## config.mk

```make
export PLATFORM = sky130hd
export DESIGN_NAME = ram_loader
export DESIGN_NICKNAME = d
export VERILOG_FILES = /design/src/rtl/ram_loader_pkg.sv /design/src/rtl/ram_loader_sum.sv /design/src/rtl/ram_loader.sv
export SDC_FILE = /design/constraint.sdc
export NUM_CORES = 1
export LEC_CHECK = 0
export CORE_ASPECT_RATIO = 1.5
export CORE_UTILIZATION = 49
export DETAILED_ROUTE_END_ITERATION = 12
export PLACE_DENSITY = 0.76
export REMOVE_ABC_BUFFERS = 1
export SLEW_MARGIN = 25
export SYNTH_ARGS = -nofsm -noshare
export SYNTH_HDL_FRONTEND = slang
export SYNTH_SLANG_ARGS = --single-unit
```

## constraint.sdc

```tcl
create_clock -name clk -period 2 [get_ports clk]
set_input_delay 0.4 -clock clk [delete_from_list [all_inputs] [get_ports clk]]
set_output_delay 0.4 -clock clk [all_outputs]
set_load 0.005 [all_outputs]
```

## src/rtl/ram_loader_pkg.sv

```systemverilog
// Shared types and defaults for the program-memory loader.
// Holds the FSM encoding and the width/depth constants.
package ram_loader_pkg;

  localparam int ADDR_W_D = 4;
  localparam int DATA_W_D = 8;
  localparam int DEPTH_D  = 16;
  localparam int SUM_W    = 8;

  typedef enum logic [2:0] {
    IDLE    = 3'd0,
    RECV    = 3'd1,
    CHK     = 3'd2,
    VERIFY  = 3'd3,
    COMPARE = 3'd4,
    DONE    = 3'd5,
    ERROR   = 3'd6
  } state_t;

endpackage

```

## src/rtl/ram_loader_sum.sv

```systemverilog
// Modulo 2**W accumulator with synchronous clear and add enable.
// Used for both the stream checksum and the readback checksum.
module ram_loader_sum
  import ram_loader_pkg::*;
#(
  parameter int W = SUM_W
) (
  input  logic         clk,
  input  logic         rst,
  input  logic         clr,
  input  logic         add,
  input  logic [W-1:0] din,
  output logic [W-1:0] val
);

  always_ff @(posedge clk or posedge rst) begin
    if (rst)
      val <= '0;
    else if (clr)
      val <= '0;
    else if (add)
      val <= val + din;
  end

endmodule

```

## src/rtl/ram_loader.sv

```systemverilog
// Streams a program image into RAM, reads it back and checks it
// against a trailing checksum, holding the CPU while it works.
module ram_loader
  import ram_loader_pkg::*;
#(
  parameter int ADDR_W = ADDR_W_D,
  parameter int DATA_W = DATA_W_D,
  parameter int DEPTH  = DEPTH_D
) (
  input  logic              clk,
  input  logic              rst,
  input  logic              start,
  input  logic              in_valid,
  input  logic [DATA_W-1:0] in_data,
  output logic              in_ready,
  output logic              mem_we,
  output logic [ADDR_W-1:0] mem_waddr,
  output logic [DATA_W-1:0] mem_wdata,
  output logic [ADDR_W-1:0] mem_raddr,
  input  logic [DATA_W-1:0] mem_rdata,
  output logic              cpu_hold,
  output logic              busy,
  output logic              done,
  output logic              error
);

  localparam logic [ADDR_W-1:0] LAST = ADDR_W'(DEPTH - 1);

  state_t state, state_n;

  logic [ADDR_W-1:0] wcnt;
  logic [ADDR_W-1:0] raddr;
  logic [DATA_W-1:0] chk;
  logic [DATA_W-1:0] rx_sum;
  logic [DATA_W-1:0] rd_sum;
  logic              clr;
  logic              rx_add;
  logic              rd_add;
  logic              hs;

  always_comb begin
    state_n  = state;
    in_ready = 1'b0;
    busy     = 1'b0;
    hs       = 1'b0;
    clr      = 1'b0;
    rx_add   = 1'b0;
    rd_add   = 1'b0;
    unique case (state)
      IDLE, DONE, ERROR: begin
        if (start) begin
          state_n = RECV;
          clr     = 1'b1;
        end
      end
      RECV: begin
        in_ready = 1'b1;
        busy     = 1'b1;
        hs       = in_valid;
        rx_add   = in_valid;
        if (in_valid && wcnt == LAST)
          state_n = CHK;
      end
      CHK: begin
        in_ready = 1'b1;
        busy     = 1'b1;
        if (in_valid)
          state_n = VERIFY;
      end
      VERIFY: begin
        busy   = 1'b1;
        rd_add = 1'b1;
        if (raddr == LAST)
          state_n = COMPARE;
      end
      COMPARE: begin
        busy = 1'b1;
        if (rd_sum == rx_sum && rx_sum == chk)
          state_n = DONE;
        else
          state_n = ERROR;
      end
      default: state_n = IDLE;
    endcase
  end

  always_ff @(posedge clk or posedge rst) begin
    if (rst)
      state <= IDLE;
    else
      state <= state_n;
  end

  // The checksum byte only lands in chk; it never reaches the write port.
  always_ff @(posedge clk or posedge rst) begin
    if (rst) begin
      wcnt      <= '0;
      raddr     <= '0;
      chk       <= '0;
      mem_we    <= 1'b0;
      mem_waddr <= '0;
      mem_wdata <= '0;
    end else begin
      mem_we <= 1'b0;
      if (clr) begin
        wcnt  <= '0;
        raddr <= '0;
      end
      if (hs) begin
        mem_we    <= 1'b1;
        mem_waddr <= wcnt;
        mem_wdata <= in_data;
        wcnt      <= wcnt + 1'b1;
      end
      if (state == CHK && in_valid)
        chk <= in_data;
      if (rd_add)
        raddr <= raddr + 1'b1;
    end
  end

  ram_loader_sum #(.W(DATA_W)) u_rx_sum (
    .clk (clk),
    .rst (rst),
    .clr (clr),
    .add (rx_add),
    .din (in_data),
    .val (rx_sum)
  );

  ram_loader_sum #(.W(DATA_W)) u_rd_sum (
    .clk (clk),
    .rst (rst),
    .clr (clr),
    .add (rd_add),
    .din (mem_rdata),
    .val (rd_sum)
  );

  assign mem_raddr = raddr;
  assign done      = (state == DONE);
  assign error     = (state == ERROR);
  assign cpu_hold  = busy | error;

endmodule

```

==> summary.txt, run 1 <==
Run status
  – Outcome: complete, no violations

STA
  – Worst hold margin: ~0.45 ns
  – Skew final: 0.00923 ns
  – Fin crit period: 1.95 ns
  – Slew @ Worst Pin: 0.445 ns
  – Setup violators final: 0
  – Final count of hold timing violations: 0
  – Final period util: 0.974
  – Max Fclk: 0.513 GHz
  – Max Transition Viols Final: 0
  – Final WS setup: 0.0517 ns
  – RSZ-0062 raised after global routing: no
  – Worst slew margin: 0.699

Logic synthesis
  – Distinct cell type count after synthesis: 51
  – Ys Warns: 0
  – Syn Std Cell Area: 2770 µm²
  – Top post-synthesis cells by area: dfrtp_1 (43%), nand2_1 (7.3%), ha_1 (7.2%)
  – Post-synth ARST share: 1.00
  – Most frequent cell after synthesis: nand2_1
  – Commonest cells post-synth: nand2_1 (54), dfrtp_1 (48), o21ai_0 (28), ha_1 (16), nor3_1 (12)
  – EDFF count, synth: 0
  – Cell count after synthesis: 289
  – Yosys top cell by area: dfrtp_1
  – Post-synth top flop: dfrtp_1
  – Average size of a mapped cell: between 9 and 10 µm²
  – Yosys top cell area share: 0.434
  – Post-synthesis sequential area ratio: 0.434
  – Synth Register Bits: 48

Cells and area
  – Sequential cell area: approximately 1200 µm²
  – Diode count: 0
  – Area Growth Syn to Fin: 36.9%
  – Multi-input logic area: 1590 µm²
  – Share of layout cells above drive strength 1: 0.244
  – NumNets Final: 406
  – Filler cells: 428

Worst setup path
  – Critical Path End Type: primary output
  – Worst Path Required: 1.60 ns
  – Startpoint types: register
  – Reg2Reg Setup Slack: between 0.1 and 0.15 ns
  – Critical path launch point: state[1]$_DFFE_PP0P_
  – FF-to-FF Start: state[1]$_DFFE_PP0P_
  – Crit Path Max Fanout: 3
  – Crit path to: done
  – CP Class: register to primary output
  – RR Endpoint: u_rx_sum.val[6]$_DFFE_PP0P_
  – Worst R2R Path Depth: 10
  – CP arrival: 1.55 ns

Global routing
  – Remaining Overflow, GRT: 0
  – Grt met1 use: 0.257
  – Vias in the first global route: 2,418
  – Met3 Track Usage GR: 0.0279
  – Largest net degree at the start of global routing: 49
  – First-pass GRT wire length: 10.6 mm
  – Initial antenna violation count: 0
  – Total track usage: 0.226
  – Grt met2 use: 0.410
  – Most Used Layer, Global Route: met2

Floorplanning
  – Horiz. Die Dim: 63.3 µm
  – Chip Height: between 90 and 100 µm
  – Die area: 5950 µm²
  – Initial core utilization: 0.507
  – Core area: 5450 µm²
  – Standard-cell rows: 33
  – # IOs: 42

Route
  – Final WL: 6.49 mm
  – Initial DRC count: 103
  – Drt wl/cell: 14.8 µm
  – Antenna-violating nets left: 0
  – Avg Vias per Cell: 5.64
  – Residual DRC: 0
  – Via count: 2,477
  – Drt pass-1 iters: 4

Placement
  – DP Worst Slack: -0.420 ns
  – Dpl hpwl: about 4.7 mm
  – Global placement routability congestion: about 0.83
  – I/O Buffers: 41

Pwr
  – Worst VDD drop: around 0.84 mV
  – Total power: 5.19 mW
  – Power per cell area: 1370 nW/µm²
  – P_leak: 1.77 nW

Clock network
  – CTS Buf Count: 5
  – Clock Tree Buf Depth: 2
  – H-tree depth: 2
  – Clk sink count: 48
  – Root Driver: clkbuf_8
  – Clock transition at path regs: approximately 0.090 ns
  – CTS tree: built
  – Clk Latency, worst-skew pair: 0.30 ns

Flow run
  – Max_cap viols: 0

Hold path
  – Hold WC Path Type: input port to asynchronous set/reset pin
[placed cells by master (no fill, tap or decap), drive strengths merged, types with 6 or more instances in the layout]
cell type	n
inv	6
nor3	12
mux2	9
dfrtp	48
o21ai	33
a21oi	10
clkbuf	8
nor2	7
ha	16
a22o	7
buf	44
nand2	54
and3	8
clkdlybuf4s50	34
[what timing repair did]
item                       4_1_cts  5_1_grt
setup endpoints to repair        9        8
buffers inserted                 3        6
gates resized for setup         12       23
pin swaps                        3        9
hold endpoints to repair         0        0
hold buffers                     0        0
[metal layers]
metal,vias to the layer above,part of all wire
met5,-,0
met4,0,0.029
met3,18,0.025
met2,60,0.53
met1,1197,0.42
li1,1202,-
[kinds of logic after synthesis]
family                     count (synthesis)  synth area share
xor gates and xnor gates                   9            0.0285
buffers and inverters                     19            0.0317
and+or+nand+nor                          106             0.189
adders and majority gates                 18            0.0869
DFF                                       48             0.434
AOI/OAI and AO/OA                         78             0.184
muxes                                     11            0.0452
[flip-flops by register name (all words and copies together), names as in the netlist]
signal	cells
state	3
mem_waddr	4
mem_wdata	8
u_rx_sum.val	8
u_rd_sum.val	8
mem_raddr	4
wcnt	4
chk	8
mem_we	1
[through the flow]
| step | TNS [ns] | utilization | instance area [µm²] | cells |
|---|---|---|---|---|
| after floorplan | -0.0753 | - | 2700 | 276 |
| after global placement | -2.23 | 0.637 | 3470 | 422 |
| after detailed placement | -2.53 | 0.637 | 3470 | 422 |
| after CTS | -0.0895 | 0.670 | 3650 | 433 |
| after global routing | 0 | 0.694 | 3780 | 439 |
| final | 0 | 0.694 | 3780 | 439 |
[how the worst min path moves through the flow]
stage                     slack, ns  cells past startpoint                      from                        to
after floorplan                0.46                      1       wcnt[3]$_DFFE_PP0P_       wcnt[3]$_DFFE_PP0P_
after detailed placement       0.46                      2  mem_waddr[1]$_DFFE_PP0P_  mem_waddr[1]$_DFFE_PP0P_
final                          0.45                      3                       rst       wcnt[3]$_DFFE_PP0P_
after global routing           0.50                      3                       rst       wcnt[3]$_DFFE_PP0P_
after global placement         0.46                      2  mem_wdata[2]$_DFFE_PP0P_  mem_wdata[2]$_DFFE_PP0P_
after CTS                      0.46                      3                       rst       wcnt[3]$_DFFE_PP0P_
[area by class of cell]
class                           instances  area share
Clock inverter                          1     0.00793
Clock buffer                            7      0.0255
Timing Repair Buffer                   85       0.201
Tap cell                               70      0.0231
Inverter                                6     0.00595
Sequential cell                        48       0.318
Multi-Input combinational cell        222       0.419
[critical path: stages (launching register included)]
cell and delay [ns]:
dfrtp_1 0.43, buf_4 0.16, buf_6 0.11, nor2b_4 0.14, and2_1 0.17, dlygate4sd2_1 0.24
[report_power, final]
group	switching (mW)	leakage [nW]	internal, mW
Clock	0.315	0.0645	0.441
Combinational	1.24	1.09	1.46
Sequential	0.367	0.611	1.36
(Power assumes the default switching activity.)
==> run 2: changes to the inputs <==
--- a/config.mk
+++ b/config.mk
@@ -8,6 +8,7 @@
 export CORE_ASPECT_RATIO = 1.5
 export CORE_UTILIZATION = 49
 export DETAILED_ROUTE_END_ITERATION = 12
+export HOLD_SLACK_MARGIN = 0.1
 export PLACE_DENSITY = 0.76
 export REMOVE_ABC_BUFFERS = 1
 export SLEW_MARGIN = 25
==> results of run 2 <==
Final layout, timing and power as in run 1 (identical DEF).
